<file path="src/rtl/arm_decode_if.sv">
`default_nettype none
// ============================================================================
// Module   : arm_decode_if
// Brief    : Fetch-side and execute-side handshake bundle for arm_decode_stage.
// Revision : 1.0
// ============================================================================
interface arm_decode_if #(
  parameter int REG_AW = 4
);
  logic                flush;
  logic                in_valid;
  logic                in_ready;
  logic [31:0]         in_inst;
  logic [31:0]         in_pc;
  logic                out_valid;
  logic                out_ready;
  logic [2:0]          out_class;
  logic [3:0]          out_cond;
  logic [3:0]          out_alu_sel;
  logic                out_set_flags;
  logic [4*REG_AW-1:0] out_regs;
  logic [31:0]         out_imm;
  logic                out_imm_valid;
  logic [7:0]          out_shift;
  logic                out_link_acc;
  logic [31:0]         out_pc;

  modport master (
    output flush, in_valid, in_inst, in_pc, out_ready,
    input  in_ready, out_valid, out_class, out_cond, out_alu_sel, out_set_flags,
           out_regs, out_imm, out_imm_valid, out_shift, out_link_acc, out_pc
  );

  modport slave (
    input  flush, in_valid, in_inst, in_pc, out_ready,
    output in_ready, out_valid, out_class, out_cond, out_alu_sel, out_set_flags,
           out_regs, out_imm, out_imm_valid, out_shift, out_link_acc, out_pc
  );
endinterface
`default_nettype wire

</file>
<file path="src/rtl/arm_decode_stage.sv">
`default_nettype none
// ============================================================================
// Module   : arm_decode_stage
// Brief    : Registered ARMv4-subset decode stage feeding a small output FIFO.
// Revision : 1.0
// ============================================================================
module arm_decode_stage #(
  parameter int REG_AW = 4,
  parameter int QDEPTH = 2
) (
  input  logic        clk,
  input  logic        rst_n,
  arm_decode_if.slave bus
);

  localparam int AW = (QDEPTH > 1) ? $clog2(QDEPTH) : 1;
  localparam int CW = AW + 1;
  localparam int RW = 4 * REG_AW;

  localparam logic [CW-1:0] c_FULL    = CW'(QDEPTH);
  localparam logic [CW-1:0] c_CNT_ONE = CW'(1);
  localparam logic [AW-1:0] c_PTR_ONE = AW'(1);

  localparam logic [2:0] c_CLS_DP    = 3'd0;
  localparam logic [2:0] c_CLS_MUL   = 3'd1;
  localparam logic [2:0] c_CLS_LDST  = 3'd2;
  localparam logic [2:0] c_CLS_BR    = 3'd3;
  localparam logic [2:0] c_CLS_SWI   = 3'd4;
  localparam logic [2:0] c_CLS_UNDEF = 3'd7;

  typedef struct packed {
    logic [2:0]    cls;
    logic [3:0]    cond;
    logic [3:0]    alu_sel;
    logic          set_flags;
    logic [RW-1:0] regs;
    logic [31:0]   imm;
    logic          imm_valid;
    logic [7:0]    shift;
    logic          link_acc;
    logic [31:0]   pc;
  } entry_t;

  logic [31:0] w_inst;
  logic [31:0] w_imm8;
  logic [4:0]  w_rot_amt;
  logic [31:0] w_rot_imm;
  logic [3:0]  w_rn;
  logic [3:0]  w_rd;
  logic [3:0]  w_rm;
  logic [3:0]  w_rs;
  entry_t      w_dec;

  assign w_inst    = bus.in_inst;
  assign w_imm8    = {24'h0, w_inst[7:0]};
  assign w_rot_amt = {w_inst[11:8], 1'b0};
  // A shift by 32 yields zero, so rotate-by-0 falls out of the same expression.
  assign w_rot_imm = (w_imm8 >> w_rot_amt) | (w_imm8 << (6'd32 - {1'b0, w_rot_amt}));

  always_comb begin
    w_dec      = '0;
    w_dec.cond = w_inst[31:28];
    w_dec.pc   = bus.in_pc;
    w_rn       = 4'h0;
    w_rd       = 4'h0;
    w_rm       = 4'h0;
    w_rs       = 4'h0;
    if (w_inst[31:28] == 4'hF) begin
      w_dec.cls = c_CLS_UNDEF;
    end else if (w_inst[27:24] == 4'hF) begin
      w_dec.cls       = c_CLS_SWI;
      w_dec.imm       = {8'h0, w_inst[23:0]};
      w_dec.imm_valid = 1'b1;
    end else if (w_inst[27:25] == 3'b101) begin
      w_dec.cls      = c_CLS_BR;
      w_dec.imm      = {{6{w_inst[23]}}, w_inst[23:0], 2'b00};
      w_dec.link_acc = w_inst[24];
    end else if ((w_inst[27:22] == 6'h00) && (w_inst[7:4] == 4'b1001)) begin
      // Multiply swaps the usual rd/rn positions.
      w_dec.cls       = c_CLS_MUL;
      w_dec.alu_sel   = {3'b000, w_inst[21]};
      w_dec.set_flags = w_inst[20];
      w_dec.link_acc  = w_inst[21];
      w_rd            = w_inst[19:16];
      w_rn            = w_inst[15:12];
      w_rs            = w_inst[11:8];
      w_rm            = w_inst[3:0];
    end else if (w_inst[27:26] == 2'b01) begin
      w_dec.cls     = c_CLS_LDST;
      w_dec.alu_sel = w_inst[23] ? 4'b0100 : 4'b0010;
      w_rn          = w_inst[19:16];
      w_rd          = w_inst[15:12];
      if (!w_inst[25]) begin
        w_dec.imm       = {20'h0, w_inst[11:0]};
        w_dec.imm_valid = 1'b1;
      end else begin
        w_rm        = w_inst[3:0];
        w_dec.shift = {1'b0, w_inst[6:5], w_inst[11:7]};
      end
    end else if ((w_inst[27:26] == 2'b00) && (w_inst[24:23] == 2'b10) && !w_inst[20]) begin
      // Compare/test opcodes without S are not plain data processing here.
      w_dec.cls = c_CLS_UNDEF;
    end else if (w_inst[27:26] == 2'b00) begin
      w_dec.cls       = c_CLS_DP;
      w_dec.alu_sel   = w_inst[24:21];
      w_dec.set_flags = w_inst[20];
      w_rn            = w_inst[19:16];
      w_rd            = w_inst[15:12];
      if (w_inst[25]) begin
        w_dec.imm       = w_rot_imm;
        w_dec.imm_valid = 1'b1;
      end else if (!w_inst[4]) begin
        w_rm        = w_inst[3:0];
        w_dec.shift = {1'b0, w_inst[6:5], w_inst[11:7]};
      end else begin
        w_rm        = w_inst[3:0];
        w_rs        = w_inst[11:8];
        w_dec.shift = {1'b1, w_inst[6:5], 5'h00};
      end
    end else begin
      w_dec.cls = c_CLS_UNDEF;
    end
    w_dec.regs = {REG_AW'(w_rn), REG_AW'(w_rd), REG_AW'(w_rm), REG_AW'(w_rs)};
  end

  entry_t        r_mem [QDEPTH];
  logic [AW-1:0] r_wr_ptr;
  logic [AW-1:0] r_rd_ptr;
  logic [CW-1:0] r_count;
  logic          w_full;
  logic          w_push;
  logic          w_pop;
  entry_t        w_head;

  assign w_full        = (r_count == c_FULL);
  assign bus.in_ready  = rst_n & ~w_full;
  assign bus.out_valid = (r_count != '0);
  assign w_push        = bus.in_valid & bus.in_ready & ~bus.flush;
  assign w_pop         = bus.out_valid & bus.out_ready & ~bus.flush;

  always_ff @(posedge clk or negedge rst_n) begin
    if (!rst_n) begin
      r_wr_ptr <= '0;
      r_rd_ptr <= '0;
      r_count  <= '0;
      for (int i = 0; i < QDEPTH; i++) begin
        r_mem[i] <= '0;
      end
    end else if (bus.flush) begin
      r_wr_ptr <= '0;
      r_rd_ptr <= '0;
      r_count  <= '0;
    end else begin
      if (w_push) begin
        r_mem[r_wr_ptr] <= w_dec;
        r_wr_ptr        <= r_wr_ptr + c_PTR_ONE;
      end
      if (w_pop) begin
        r_rd_ptr <= r_rd_ptr + c_PTR_ONE;
      end
      if (w_push && !w_pop) begin
        r_count <= r_count + c_CNT_ONE;
      end else if (!w_push && w_pop) begin
        r_count <= r_count - c_CNT_ONE;
      end
    end
  end

  assign w_head            = r_mem[r_rd_ptr];
  assign bus.out_class     = w_head.cls;
  assign bus.out_cond      = w_head.cond;
  assign bus.out_alu_sel   = w_head.alu_sel;
  assign bus.out_set_flags = w_head.set_flags;
  assign bus.out_regs      = w_head.regs;
  assign bus.out_imm       = w_head.imm;
  assign bus.out_imm_valid = w_head.imm_valid;
  assign bus.out_shift     = w_head.shift;
  assign bus.out_link_acc  = w_head.link_acc;
  assign bus.out_pc        = w_head.pc;

endmodule
`default_nettype wire

</file>
<file path="src/flat_wrapper.sv">
// flat-port wrapper written by rule: the top's interface ports become plain ports
module arm_decode_stage_flat 
#(
  parameter int REG_AW = 4,
  parameter int QDEPTH = 2
)
  (clk, rst_n, bus_flush, bus_in_valid, bus_in_inst, bus_in_pc, bus_out_ready, bus_in_ready, bus_out_valid, bus_out_class, bus_out_cond, bus_out_alu_sel, bus_out_set_flags, bus_out_regs, bus_out_imm, bus_out_imm_valid, bus_out_shift, bus_out_link_acc, bus_out_pc);
  arm_decode_if #(.REG_AW(REG_AW)) bus_i ();
  input  logic clk;
  input  logic rst_n;
  input wire logic [$bits(bus_i.flush)-1:0] bus_flush;
  input wire logic [$bits(bus_i.in_valid)-1:0] bus_in_valid;
  input wire logic [$bits(bus_i.in_inst)-1:0] bus_in_inst;
  input wire logic [$bits(bus_i.in_pc)-1:0] bus_in_pc;
  input wire logic [$bits(bus_i.out_ready)-1:0] bus_out_ready;
  output wire logic [$bits(bus_i.in_ready)-1:0] bus_in_ready;
  output wire logic [$bits(bus_i.out_valid)-1:0] bus_out_valid;
  output wire logic [$bits(bus_i.out_class)-1:0] bus_out_class;
  output wire logic [$bits(bus_i.out_cond)-1:0] bus_out_cond;
  output wire logic [$bits(bus_i.out_alu_sel)-1:0] bus_out_alu_sel;
  output wire logic [$bits(bus_i.out_set_flags)-1:0] bus_out_set_flags;
  output wire logic [$bits(bus_i.out_regs)-1:0] bus_out_regs;
  output wire logic [$bits(bus_i.out_imm)-1:0] bus_out_imm;
  output wire logic [$bits(bus_i.out_imm_valid)-1:0] bus_out_imm_valid;
  output wire logic [$bits(bus_i.out_shift)-1:0] bus_out_shift;
  output wire logic [$bits(bus_i.out_link_acc)-1:0] bus_out_link_acc;
  output wire logic [$bits(bus_i.out_pc)-1:0] bus_out_pc;
  assign bus_i.flush = bus_flush;
  assign bus_i.in_valid = bus_in_valid;
  assign bus_i.in_inst = bus_in_inst;
  assign bus_i.in_pc = bus_in_pc;
  assign bus_i.out_ready = bus_out_ready;
  assign bus_in_ready = bus_i.in_ready;
  assign bus_out_valid = bus_i.out_valid;
  assign bus_out_class = bus_i.out_class;
  assign bus_out_cond = bus_i.out_cond;
  assign bus_out_alu_sel = bus_i.out_alu_sel;
  assign bus_out_set_flags = bus_i.out_set_flags;
  assign bus_out_regs = bus_i.out_regs;
  assign bus_out_imm = bus_i.out_imm;
  assign bus_out_imm_valid = bus_i.out_imm_valid;
  assign bus_out_shift = bus_i.out_shift;
  assign bus_out_link_acc = bus_i.out_link_acc;
  assign bus_out_pc = bus_i.out_pc;
  arm_decode_stage #(.REG_AW(REG_AW), .QDEPTH(QDEPTH)) u_core (.clk(clk), .rst_n(rst_n), .bus(bus_i));
endmodule
</file>
<file path="config.mk">
export PLATFORM = sky130hd
export DESIGN_NAME = arm_decode_stage_flat
export DESIGN_NICKNAME = d
export VERILOG_FILES = /design/src/rtl/arm_decode_if.sv /design/src/rtl/arm_decode_stage.sv /design/src/flat_wrapper.sv
export SDC_FILE = /design/constraint.sdc
export NUM_CORES = 1
export LEC_CHECK = 0
export ABC_CLOCK_PERIOD_IN_PS = 2110
export CORE_MARGIN = 1
export CORE_UTILIZATION = 55
export CTS_BUF_LIST = sky130_fd_sc_hd__clkbuf_16
export CTS_CLUSTER_SIZE = 40
export DETAILED_ROUTE_END_ITERATION = 7
export PLACE_DENSITY = 0.92
export RECOVER_POWER = 50
export SETUP_SLACK_MARGIN = 0.5
export SKIP_LAST_GASP = 1
export SYNTH_ARGS = -nofsm -noshare
export SYNTH_HDL_FRONTEND = slang
export SYNTH_SLANG_ARGS = --single-unit
</file>
<file path="constraint.sdc">
create_clock -name clk -period 2.11 [get_ports clk]
set_input_delay 0.422 -clock clk [delete_from_list [all_inputs] [get_ports clk]]
set_output_delay 0.422 -clock clk [all_outputs]
set_load 0.005 [all_outputs]
</file>
==> flow_metrics.tcl <==
set metrics [dict create \
    die_area_um2 20900 \
    most-common-layout-cells "331 x sky130_fd_sc_hd__nand2_1, 207 x sky130_fd_sc_hd__dfrtp_1, 201 x sky130_fd_sc_hd__buf_4" \
    path_buf_inv 5 \
    critPathLaunch "u_core.r_rd_ptr" \
    drt-pass1-iter-count 8 \
    cts_root_buf "sky130_fd_sc_hd__clkbuf_16" \
    synth_area_um2 11200 \
    top_reg_cell_synth "sky130_fd_sc_hd__dfrtp_1" \
    clk_transition_reported_paths_ns 0.06 \
    mean_routed_wirelength_per_cell_um 23.7 \
    tightestPinTransition_ns 1.42 \
    numClockSinks 208 \
    num_vias 11472 \
    setup-violations-final 130 \
    ys_types 72 \
    number_of_enable_type_register_cells_in_the_synthesized_netlist 0 \
    path_common_cell "sky130_fd_sc_hd__buf_4" \
    crit_type "reg2out" \
    setup.worst_path.end_class "output port" \
    holdCritPathClass "in2async" \
    ys_seq_elements 208 \
    pwr_dens_nw_per_um2 770 \
    worstPathArrival_ns 2.14 \
    drcViolationCount 0 \
    initial_core_util_pct 56.8 \
    share_of_post_route_cells_with_drive_strength_above_1_pct 29.1 \
    grt_first_pass_wirelength_mm 62.8 \
    max-cap-violations 0 \
    r2r_setup_slack_ns 0.20 \
    relSlewSlack_pct 5.30 \
    finish.net_count 1599 \
    rr_endpoint "u_core.r_mem[117]" \
    grtUsageTotal_pct 40.2 \
    cp_max_fo 15 \
    cts_tree "yes" \
    remaining_global_route_overflow 0 \
    drt_iter0_markers 1419 \
    synth_largest_area_cell "sky130_fd_sc_hd__dfrtp_1" \
    finish.cell_count_without_fillers 1811 \
    rsz0062_at_grt "true" \
    finalWorstPathRequiredPeriod_ns 2.56 \
    timing.critical_path.slowest_stage_cell "sky130_fd_sc_hd__dfrtp_4" \
    p_leak_nw 7.46 \
    fp.dieW_um 144 \
    ant_nets 0 \
    vertical_extent_of_the_die_um 144 \
    worst_ir_drop_vdd_mv 0.545 \
    syn_to_final_growth_pct 38.8 \
    startpoint_types "flop" \
    half_perimeter_wire_length_after_detailed_placement_mm 27.9 \
    cp_cell_sequence "buf_12 -> buf_16 -> buf_4 -> buf_4 -> mux2_2 -> dlymetal6s2s_1" \
    synth_area_per_cell_um2 9.23 \
    most_frequent_standard_cell_in_the_layout_excluding_fill_and_tap_cells "sky130_fd_sc_hd__nand2_1" \
    area_of_the_multi_input_gates_um2 5730 \
    clk_latency_ns 0.52 \
    gp_congestion 1.02 \
    routed_via_density 6.33 \
    post-synth-top-area-fraction_pct 46.7 \
    number_of_warning_messages_in_the_yosys_log 0 \
    sequential_area_um2 5210 \
    fmax_ghz 0.390 \
    grt_start_max_net_pins 159 \
    detail_route.wirelength_mm 42.8 \
    final_critical_path_setup_slack_ns -0.451 \
    pin_count 173 \
    grt_antenna_before_repair 0 \
    critPathTopFamily "buffers and inverters" \
    synth_sequential_area_ratio_pct 46.7 \
    cts_made_buffers 22 \
    rows 51 \
    critical_path_required_ns 1.69 \
    port_buffers 172 \
    hold_slack_ns 0.426 \
    fp.coreArea_um2 19700 \
    worst_clock_skew_ns 0.00941 \
    final-hold-violation-count 0 \
    share_of_the_clock_period_used_by_the_worst_path_after_layout_pct 121 \
    critical-path-max-stage-delay_ns 0.53 \
    worst_r2r_startpoint "u_core.r_count[1]" \
    placedCellCount 1750 \
    max-clock-path-buffers 3 \
    worst_r2r_path_depth 5 \
    synth.net_count 1278 \
    cts-htree-levels 1 \
    max_slew_violation_count 0 \
    netlist_top_cells_area "sky130_fd_sc_hd__dfrtp_1 47%, sky130_fd_sc_hd__mux2_2 14%, sky130_fd_sc_hd__nand2_1 11%, sky130_fd_sc_hd__o21ai_0 3.3%, sky130_fd_sc_hd__clkbuf_1 2.0%" \
    fillers 1157 \
    violations "setup timing" \
    run_status "finished, violations left" \
    postSynthCellCount 1208 \
    first_global_vias 11345 \
    async_flop_share_pct 100 \
]
==> timing repair <==
item / 4_1_cts / 5_1_grt
hold buffers: 1 / 0
cloned: 0 / 4
hold endpoints to repair: 2 / 0
gates resized for setup: 0 / 68
setup endpoints to repair: 297 / 307
buffers inserted: 0 / 15
==> cells by family after synthesis <==
group / synth area share (%)
AOI/OAI and AO/OA: 14.3
DFF: 46.7
buffers and inverters: 4.09
and+or+nand+nor: 19.2
xor gates and xnor gates: 0.617
muxes: 15.0
adders and majority gates: 0.112
==> power breakdown <==
group / internal [mW] / switching [mW]
registers: 4.66 / 0.449
clock network: 1.89 / 1.63
logic: 1.70 / 1.60
==> metrics by stage <==
step | setup TNS, ns | utilization [%] | setup slack, ns | instance area, µm² | power [mW]
after floorplan | -0.260 | - | -0.0378 | 11600 | 6.50
after global placement | -37.46 | 74.9 | -0.541 | 14700 | 8.00
after detailed placement | -43.11 | 74.9 | -0.623 | 14700 | 8.21
after CTS | -39.88 | 78.2 | -0.429 | 15400 | 11.8
after global routing | -39.61 | 78.8 | -0.472 | 15500 | 12.4
final | -33.07 | 78.8 | -0.451 | 15500 | 11.9
==> cell usage after synthesis (3+ instances only) <==
library cell	count
sky130_fd_sc_hd__o31a_1	3
sky130_fd_sc_hd__nor2_1	52
sky130_fd_sc_hd__mux2i_1	15
sky130_fd_sc_hd__o21ai_1	30
sky130_fd_sc_hd__nand2b_1	9
sky130_fd_sc_hd__and2_1	4
sky130_fd_sc_hd__a211oi_1	9
sky130_fd_sc_hd__mux2_2	134
sky130_fd_sc_hd__a22oi_1	12
sky130_fd_sc_hd__dfrtp_1	208
sky130_fd_sc_hd__nor2b_1	12
sky130_fd_sc_hd__clkbuf_1	60
sky130_fd_sc_hd__nand4_1	6
sky130_fd_sc_hd__inv_1	8
sky130_fd_sc_hd__buf_1	7
sky130_fd_sc_hd__a22o_1	18
sky130_fd_sc_hd__o22ai_1	6
sky130_fd_sc_hd__a31oi_1	13
sky130_fd_sc_hd__a21oi_1	33
sky130_fd_sc_hd__o211ai_1	3
sky130_fd_sc_hd__nand3_1	13
sky130_fd_sc_hd__and3b_1	3
sky130_fd_sc_hd__o21ai_0	73
sky130_fd_sc_hd__nand2_1	331
sky130_fd_sc_hd__o31ai_1	10
sky130_fd_sc_hd__a211o_1	4
sky130_fd_sc_hd__xnor2_1	4
sky130_fd_sc_hd__a221oi_1	3
sky130_fd_sc_hd__nand3b_1	5
sky130_fd_sc_hd__a21o_1	6
sky130_fd_sc_hd__nor3b_1	3
sky130_fd_sc_hd__o221ai_1	4
sky130_fd_sc_hd__nor4b_1	3
sky130_fd_sc_hd__nor3_1	9
sky130_fd_sc_hd__or3_1	4
sky130_fd_sc_hd__o21a_1	6
sky130_fd_sc_hd__buf_2	26
sky130_fd_sc_hd__and3_1	3
sky130_fd_sc_hd__nor4_1	10
==> state kept, by name (all words and copies together), names as in the netlist <==
name / cells
u_core.r_mem: 204
u_core.r_count: 2
u_core.r_wr_ptr: 1
u_core.r_rd_ptr: 1
==> worst register-to-register path, stage by stage (launching register included) <==
cell and delay [ns]:
sky130_fd_sc_hd__dfrtp_1 0.44, sky130_fd_sc_hd__nor2b_4 0.17, sky130_fd_sc_hd__or4_4 0.58, sky130_fd_sc_hd__buf_4 0.29, sky130_fd_sc_hd__nand2_1 0.22, sky130_fd_sc_hd__nand2_1 0.10
==> area by class of cell <==
type	count	area share [%]
inverter	10	0.307
timing repair buffer	394	22.8
clock inverter	18	0.549
sequential	208	33.6
multi-input combinational	893	37.0
clock buffer	22	3.55
tap	265	2.14
antenna	1	0.0162
==> worst max path at each step <==
stage / to / slack (ns) / cells past startpoint
after floorplan: u_core.r_mem[164] / -0.04 / 10
after global placement: u_core.r_mem[56] / -0.54 / 9
after detailed placement: u_core.r_mem[59] / -0.62 / 9
after CTS: bus_out_imm[14] / -0.43 / 3
after global routing: bus_out_imm[14] / -0.47 / 3
final: bus_out_imm[10] / -0.45 / 6
==> per-layer routing <==
layer	share of wire (%)	track usage [%]	up-vias	wire length, µm
met5	0	0	-	0
met3	11	9.24	282	4550
met1	35	48.2	5461	15200
met4	7.1	23.0	0	3030
met2	47	66.3	881	20100
li1	-	-	4848	-
(Power assumes the default switching activity.)
